<file path="src/rtl/tl_ul_pkg.sv">
// Shared TileLink-UL/UH definitions for the responder: opcodes, queued request
// entry layout and the beats-per-message helper.
package tl_ul_pkg;

  typedef enum logic [2:0] {
    A_PUT_FULL    = 3'd0,
    A_PUT_PARTIAL = 3'd1,
    A_ARITH       = 3'd2,
    A_LOGICAL     = 3'd3,
    A_GET         = 3'd4,
    A_INTENT      = 3'd5
  } a_opcode_e;

  typedef enum logic [2:0] {
    D_ACCESS_ACK      = 3'd0,
    D_ACCESS_ACK_DATA = 3'd1,
    D_HINT_ACK        = 3'd2
  } d_opcode_e;

  // Entry fields are sized for the widest supported configuration
  // (SIZE_W <= 8, SOURCE_W <= 16, ADDR_W <= 64); unused upper bits stay zero.
  typedef struct packed {
    logic [2:0]  opcode;
    logic [7:0]  size;
    logic [15:0] source;
    logic [63:0] address;
  } req_t;

  function automatic int unsigned beats(input int unsigned size, input int unsigned lane_w);
    if (size <= lane_w) return 32'd1;
    if (size - lane_w >= 32'd31) return 32'h8000_0000;
    return 32'd1 << (size - lane_w);
  endfunction

  function automatic logic is_put(input logic [2:0] opcode);
    return (opcode == A_PUT_FULL) || (opcode == A_PUT_PARTIAL);
  endfunction

endpackage

</file>
<file path="src/rtl/tl_req_fifo.sv">
// In-order request queue; a push is accepted while full if the head pops in
// the same cycle.
module tl_req_fifo
  import tl_ul_pkg::*;
#(
  parameter  int unsigned DEPTH = 2,
  localparam int unsigned CNT_W = $clog2(DEPTH) + 1
) (
  input  logic             clock,
  input  logic             reset,
  input  logic             push,
  input  req_t             push_data,
  input  logic             pop,
  output req_t             pop_data,
  output logic             full,
  output logic             empty,
  output logic [CNT_W-1:0] count
);

  localparam int unsigned PTR_W = (DEPTH > 1) ? $clog2(DEPTH) : 1;

  req_t             mem [DEPTH];
  logic [PTR_W-1:0] wr_ptr;
  logic [PTR_W-1:0] rd_ptr;
  logic             do_push;
  logic             do_pop;

  function automatic logic [PTR_W-1:0] next_ptr(input logic [PTR_W-1:0] ptr);
    return (ptr == PTR_W'(DEPTH - 1)) ? '0 : ptr + 1'b1;
  endfunction

  assign full     = (count == CNT_W'(DEPTH));
  assign empty    = (count == '0);
  assign do_pop   = pop && !empty;
  assign do_push  = push && (!full || do_pop);
  assign pop_data = mem[rd_ptr];

  always_ff @(posedge clock) begin
    if (reset) begin
      wr_ptr <= '0;
      rd_ptr <= '0;
      count  <= '0;
      for (int unsigned i = 0; i < DEPTH; i++) mem[i] <= '0;
    end else begin
      if (do_push) begin
        mem[wr_ptr] <= push_data;
        wr_ptr      <= next_ptr(wr_ptr);
      end
      if (do_pop) rd_ptr <= next_ptr(rd_ptr);
      case ({do_push, do_pop})
        2'b10:   count <= count + 1'b1;
        2'b01:   count <= count - 1'b1;
        default: ;
      endcase
    end
  end

endmodule

</file>
<file path="src/rtl/tilelink_ul_responder.sv">
// TileLink-UL/UH slave stand-in: queues requests and answers them in order,
// with response data and back-pressure supplied by harness inputs.
module tilelink_ul_responder
  import tl_ul_pkg::*;
#(
  parameter  int unsigned DATA_W    = 32,
  parameter  int unsigned ADDR_W    = 32,
  parameter  int unsigned SIZE_W    = 4,
  parameter  int unsigned SOURCE_W  = 1,
  parameter  int unsigned DEPTH     = 2,
  parameter  int unsigned MAX_SIZE  = 6,
  localparam int unsigned LANE_W    = $clog2(DATA_W / 8),
  localparam int unsigned ADDR_LO_W = (LANE_W > 0) ? LANE_W : 1,
  localparam int unsigned CNT_W     = $clog2(DEPTH) + 1
) (
  input  logic                  clock,
  input  logic                  reset,
  input  logic                  stall_a,
  input  logic                  stall_d,
  input  logic [DATA_W-1:0]     rdata,
  input  logic                  a_valid,
  output logic                  a_ready,
  input  logic [2:0]            a_opcode,
  input  logic [2:0]            a_param,
  input  logic [SIZE_W-1:0]     a_size,
  input  logic [SOURCE_W-1:0]   a_source,
  input  logic [ADDR_W-1:0]     a_address,
  input  logic [DATA_W/8-1:0]   a_mask,
  input  logic [DATA_W-1:0]     a_data,
  output logic                  d_valid,
  input  logic                  d_ready,
  output logic [2:0]            d_opcode,
  output logic [1:0]            d_param,
  output logic [SIZE_W-1:0]     d_size,
  output logic [SOURCE_W-1:0]   d_source,
  output logic                  d_sink,
  output logic [ADDR_LO_W-1:0]  d_addr_lo,
  output logic [DATA_W-1:0]     d_data,
  output logic                  d_error,
  output logic [CNT_W-1:0]      outstanding
);

  req_t        push_entry;
  req_t        head;
  logic        full;
  logic        empty;
  logic        push;
  logic        pop;
  logic        a_fire;
  logic        a_last;
  logic        d_fire;
  logic        d_last;
  logic [31:0] a_beat;
  logic [31:0] d_beat;
  logic [31:0] a_beats_n;
  logic [31:0] resp_beats;
  d_opcode_e   resp_opcode;
  logic        resp_error;
  logic        resp_data;
  logic        unused_ok;

  assign a_beats_n = is_put(a_opcode) ? beats(32'(a_size), LANE_W) : 32'd1;
  assign a_last    = (a_beat == a_beats_n - 32'd1);
  assign a_ready   = !reset && !stall_a && (!full || pop);
  assign a_fire    = a_valid && a_ready;
  assign push      = a_fire && a_last;

  assign d_valid   = !reset && !stall_d && !empty;
  assign d_fire    = d_valid && d_ready;
  assign d_last    = (d_beat == resp_beats - 32'd1);
  assign pop       = d_fire && d_last;

  assign unused_ok = ^{a_mask, a_param, a_data, head};

  always_comb begin
    push_entry                       = '0;
    push_entry.opcode                = a_opcode;
    push_entry.size[SIZE_W-1:0]      = a_size;
    push_entry.source[SOURCE_W-1:0]  = a_source;
    push_entry.address[ADDR_W-1:0]   = a_address;
  end

  tl_req_fifo #(
    .DEPTH(DEPTH)
  ) u_fifo (
    .clock    (clock),
    .reset    (reset),
    .push     (push),
    .push_data(push_entry),
    .pop      (pop),
    .pop_data (head),
    .full     (full),
    .empty    (empty),
    .count    (outstanding)
  );

  // Oversized requests keep their normal opcode and beat count; only d_error marks them.
  always_comb begin
    resp_opcode = D_ACCESS_ACK;
    resp_beats  = 32'd1;
    resp_error  = (head.size > 8'(MAX_SIZE));
    resp_data   = 1'b0;
    case (head.opcode)
      A_GET: begin
        resp_opcode = D_ACCESS_ACK_DATA;
        resp_beats  = beats(32'(head.size), LANE_W);
        resp_data   = 1'b1;
      end
      A_ARITH, A_LOGICAL: begin
        resp_opcode = D_ACCESS_ACK_DATA;
        resp_beats  = beats(32'(head.size), LANE_W);
        resp_data   = 1'b1;
        resp_error  = 1'b1;
      end
      A_PUT_FULL, A_PUT_PARTIAL: resp_opcode = D_ACCESS_ACK;
      A_INTENT:                  resp_opcode = D_HINT_ACK;
      default:                   resp_error  = 1'b1;
    endcase
  end

  always_comb begin
    d_opcode  = '0;
    d_param   = '0;
    d_size    = '0;
    d_source  = '0;
    d_sink    = 1'b0;
    d_addr_lo = '0;
    d_data    = '0;
    d_error   = 1'b0;
    if (d_valid) begin
      d_opcode  = resp_opcode;
      d_size    = head.size[SIZE_W-1:0];
      d_source  = head.source[SOURCE_W-1:0];
      d_addr_lo = (LANE_W > 0) ? head.address[ADDR_LO_W-1:0] : '0;
      d_data    = resp_data ? rdata : '0;
      d_error   = resp_error;
    end
  end

  always_ff @(posedge clock) begin
    if (reset) begin
      a_beat <= '0;
      d_beat <= '0;
    end else begin
      if (a_fire) a_beat <= a_last ? '0 : a_beat + 32'd1;
      if (d_fire) d_beat <= d_last ? '0 : d_beat + 32'd1;
    end
  end

endmodule

</file>
<file path="config.mk">
export PLATFORM = sky130hd
export DESIGN_NAME = tilelink_ul_responder
export DESIGN_NICKNAME = d
export VERILOG_FILES = /design/src/rtl/tl_ul_pkg.sv /design/src/rtl/tl_req_fifo.sv /design/src/rtl/tilelink_ul_responder.sv
export SDC_FILE = /design/constraint.sdc
export NUM_CORES = 1
export LEC_CHECK = 0
export CAP_MARGIN = 20
export CORE_ASPECT_RATIO = 0.8
export CORE_MARGIN = 2
export CORE_UTILIZATION = 45
export DETAILED_ROUTE_END_ITERATION = 10
export MAX_ROUTING_LAYER = met4
export PLACE_DENSITY = 0.79
export SYNTH_ARGS = -nofsm -noshare
export SYNTH_HDL_FRONTEND = slang
export SYNTH_SLANG_ARGS = --single-unit
</file>
<file path="constraint.sdc">
create_clock -name clock -period 15.2 [get_ports clock]
set_input_delay 2.28 -clock clock [delete_from_list [all_inputs] [get_ports clock]]
set_output_delay 2.28 -clock clock [all_outputs]
set_load 0.05 [all_outputs]
</file>
; Word level (Yosys, flattened, before mapping)
; Memory sizes are Yosys's and may differ from the RTL's. A register that Yosys moved wholly into a read port is not among the register bits.
; Index checks and enable logic that the tools add are counted.
[classes]
add_sub_neg = 10
magnitude_cmp = 5
eq_ne = 11
shifts = 2
n_mux = 48
reduce_logical = 26
[op_table]
columns = operator, n
row1 = $mux 32, 13
row2 = $add 32x1->32 const B, 2
row3 = $eq 32x32->1, 2
row4 = $ge 32x5->1 const B, 2
row5 = $pmux 32 s2, 1
row6 = $shl 1x32->32 const A, 2
row7 = $sub 32x1->32 const B, 2
row8 = $mux 40, 1
row9 = $reduce_or 40->1, 1
row10 = $mux 1, 28
row11 = $logic_and 1x1->1, 10
row12 = $sub 8x2->9 const B, 1
row13 = $gt 8x3->1 const B, 1
row14 = $le 8x2->1 const B, 1
row15 = $pmux 2 s2, 2
row16 = $eq 3x1->1 const B, 2
row17 = $eq 3x2->1 const B, 2
row18 = $eq 3x3->1 const B, 2
row19 = $logic_not 3->1, 2
row20 = $logic_not 1->1, 5
row21 = $sub 4x2->5 const B, 1
row22 = $eq 2x2->1 const B, 2
row23 = $le 4x2->1 const B, 1
row24 = $mux 2, 2
row25 = other kinds (11), 14
[word_totals]
reg_bits = 68
ramBits = 80
inputBits = 117
output_inout_bits = 50
n_memories = 1
[memory_table]
columns = name, words, width, read_ports, rd_clocked_by_memory_dff, wr, line_no
row1 = u_fifo.mem, 2, 40, 1, 1, 2, tl_req_fifo.sv:22  ; req_t mem [DEPTH];

; Logic depth before layout (Yosys ltp)
[depth]
ltp_word = 21
ltp_mapped = 26

; Hierarchy
; Synthesis repeated with hierarchy kept, for this count alone.
[hier_totals]
cells_unflattened = 1503
hier_area_um2 = 15195.8
[modules_own_cells]
columns = module, instances, cells_each, area_each_um2
row1 = tl_req_fifo, 1, 517, 8186.6
row2 = tilelink_ul_responder, 1, 986, 7009.2

; Least setup slack after synthesis
; No wires, ideal clock.
[synth_path]
path_type = register to output
start = register (tool-made name)
end = output port a_ready
arrival_ns = 5.827
required_time_ns = 12.920
slack_ns = 7.093
path_stages_with_launch = 24
path_buffers = 7
cell_sequence = dfxtp_1 -> buf_6 -> buf_2 -> buf_2 -> mux2i_1 -> ha_1 -> ha_1 -> buf_1 -> nand2b_1 -> and3b_4 -> and4_4 -> nand3_1 -> ha_1 -> clkbuf_1 -> inv_1 -> a211o_1 -> a211o_1 -> a2111oi_2 -> nand4_1 -> a2111o_1 -> o31a_1 -> clkbuf_1 -> clkbuf_1 -> nor3_1
[synth_lines]
columns = element, line_no
row1 = to (decl), tilelink_ul_responder.sv:22  ; output logic a_ready,

==> flow_summary.ini <==
[timing]
worst_slack_ns = 6.37
setup_viol = 0
maxSlewViolCount = 0
fin_skew_ns = 0.0103
layout_min_cycle_time_ns = 8.83
hold_viol = 0
fin_tns_setup_ns = 0
grt_setup_unrepaired = no
fin_crit_sh = 0.581
tightestPinTransition_ns = 0.981
slew_headroom = 0.341
fmax_mhz = 113

[power]
cellPowerDensity_nw_per_um2 = 72.7
cellLeakagePower_nw = 2.71
vdd_drop_max_v = 0.0000598
total_power_uw = 564

[clocking]
clock_path_buffers = 2
cts_hold_buf = 0
cts_tree = yes
clock_latency_ns = 0.34
post-cts-setup-buffers = 0
cts_resized = 0
clock-root-buffer = clkbuf_16
cts_made_buffers = 9
ctsHtreeMaxLevel = 3
clock_sinks = 89
clk_pin_slew_ns = 0.06

[place]
gp_congestion = 0.961
port_buffers = 93
pre_cts_ws_ns = 6.85
placed_cells = 1045
post-dp-hpwl_um = 12400

[synthesis]
yosys.area.top_type_share = 0.216
synth_mux_area_frac = 0.0178
ys_ff_latch = 89
ys.flop_type = dfxtp_1
synth_edf_count = 20
avgSynthCellArea_um2 = 7.90
syn-cell-area_um2 = 6400
syn_inst = 810
synth_simple_gate_area_share = 0.333
synthTopCellsByArea = dfxtp_1, edfxtp_1, and2_1
synthTopCellsByCount = nor2_1, dfxtp_1, and2_1
yosysSeqAreaShare = 0.310
synth_xor_area_frac = 0.0778
async_reset_ff_frac = 0
synth_fa_ha_area_frac = 0.0196
synth_top_area_cell = dfxtp_1
synth_cell_type_count = 77
yosys_warnings = 0
yosysMostFrequentCell = nor2_1
synth_top_family_by_area = simple AND/OR/NAND/NOR gates
synth-compound-area-share = 0.191

[outcome]
outcome = finished clean

[global_routing]
grt_max_degree = 51
antenna_found_initial = 0
grt_pass1_wl_um = 27400
overflow = 0
grt_pass1_vias = 5678
grt.total_usage = 0.227

[finish]
layout-drive-gt1-share = 0.0556
nNetsFinal = 1003
final_cells = 1061
antennaDiodeCount = 0
syn_to_final_growth_pct = 21.2

[die]
die-area_um2 = 15200
die_h_um = 111
initial_core_util = 0.466
io_pins = 167
die_w_um = 137
rows = 38
coreArea_um2 = 13700

[detailed_routing]
ant_nets = 0
initialDrtViolationCount = 711
post_drt_wl_per_cell_um = 15.9
wl_um = 16900
vias = 6372
avgViaCountPerCell = 6.01
met1_length_um = 7650
wl_met2_um = 7490
drt_pass1_iterations = 5
dr.max_layer_used = met4
drc = 0
wl_met3_um = 1500

[critical_path]
crit_path_end_kind = output pin
path_class = flip-flop to output pin
cp-start-kind = flip-flop
crit_fanout = 50
cp.arrival_ns = 6.55
worstPathRequired_ns = 12.92

[run]
maxCapViolations = 0

[min_path]
hp-class = flip-flop to flip-flop
## per-layer routing
metal | vias up | GRT usage
li1 | 3110 | -
met2 | 263 | 0.341
met4 | 0 | 0.0674
met3 | 31 | 0.0487
met5 | - | -
met1 | 2968 | 0.305
## cells in the final DEF (no fill, tap or decap), types with 6 or more instances in the layout
master and count:
a21oi_1 54, a31oi_1 9, a41o_1 6, and2_1 60, and3_1 18, and4_1 9
buf_4 9, clkbuf_16 9, clkdlybuf4s50_1 93, dfxtp_1 69, edfxtp_1 20, ha_1 10
inv_1 27, mux2i_1 8, nand2_1 46, nand2b_1 11, nand3_1 43, nand4_1 20
nor2_1 82, nor3_1 26, nor4_1 17, o2111ai_1 6, o21ai_0 22, o31ai_1 25
or2_2 6, or3_1 10, or4_1 22, xnor2_1 21, xor2_1 28
## kinds of logic after synthesis
group	after synthesis
other	1
buffers and inverters	78
AOI/OAI and AO/OA	178
muxes	11
and+or+nand+nor	391
DFF	89
adders and majority gates	10
xor gates and xnor gates	52
## power breakdown
part / switching (mW) / internal, mW / leakage [nW] / total [mW]
Combinational: 0.0448 / 0.0317 / 1.79 / 0.0765
Clock: 0.0923 / 0.149 / 0.153 / 0.242
Sequential: 0.00215 / 0.244 / 0.762 / 0.246
## flip-flops by register name, summed over array words and instances (netlist names), named ones only
signal	cells
d_beat	32
u_fifo.mem	20
u_fifo.wr_ptr	1
a_beat	32
u_fifo.count	2
u_fifo.rd_ptr	1
## path summary, 6_finish.rpt
path | startpoint | end | slack [ns] | depth (start not counted)
worst max-delay path | flip-flop | a_ready | 6.37 | 19
worst min-delay path | a_beat[31] | a_beat[31] | 0.51 | 2
worst max register to register | flip-flop | u_fifo.mem[1][38] | 8.90 | 18
worst min register to register | a_beat[31] | a_beat[31] | 0.51 | 2
## final cells by class
type                       count  area [um2]
tap                          180         225
multi-input combinational    646        4110
sequential                    89        1980
fill                        1266        5990
timing repair buffer         103        1010
clock buffer                  12         246
clock inverter                 4        76.3
inverter                      27         101
## worst max-delay path: stages (launching register included)
cell and delay (ns):
dfxtp_1 0.31, buf_4 0.29, mux2i_1 0.69, inv_1 0.15, ha_1 0.24, nor4b_1 0.16, nor2_1 0.19, nand3_1 0.39
nor2_1 0.23, ha_1 0.36, inv_1 0.20, a211o_1 0.34, a211o_1 0.28, a2111oi_2 0.20, nand4_1 0.13, a2111o_1 0.49
o31a_1 0.26, buf_4 0.26, nor3_1 0.18, clkdlybuf4s50_1 0.83
## metrics by stage
| step | hold WS (ns) | instance area [um2] | util |
|---|---|---|---|
| 2_1_floorplan | 0.465 | 6410 | - |
| 3_3_place_gp | 0.485 | 7420 | 0.540 |
| 3_5_place_dp | 0.492 | 7430 | 0.541 |
| 4_1_cts | 0.511 | 7750 | 0.564 |
| 5_1_grt | 0.531 | 7750 | 0.564 |
| 6_report | 0.507 | 7750 | 0.564 |
(Power assumes the default switching activity.)
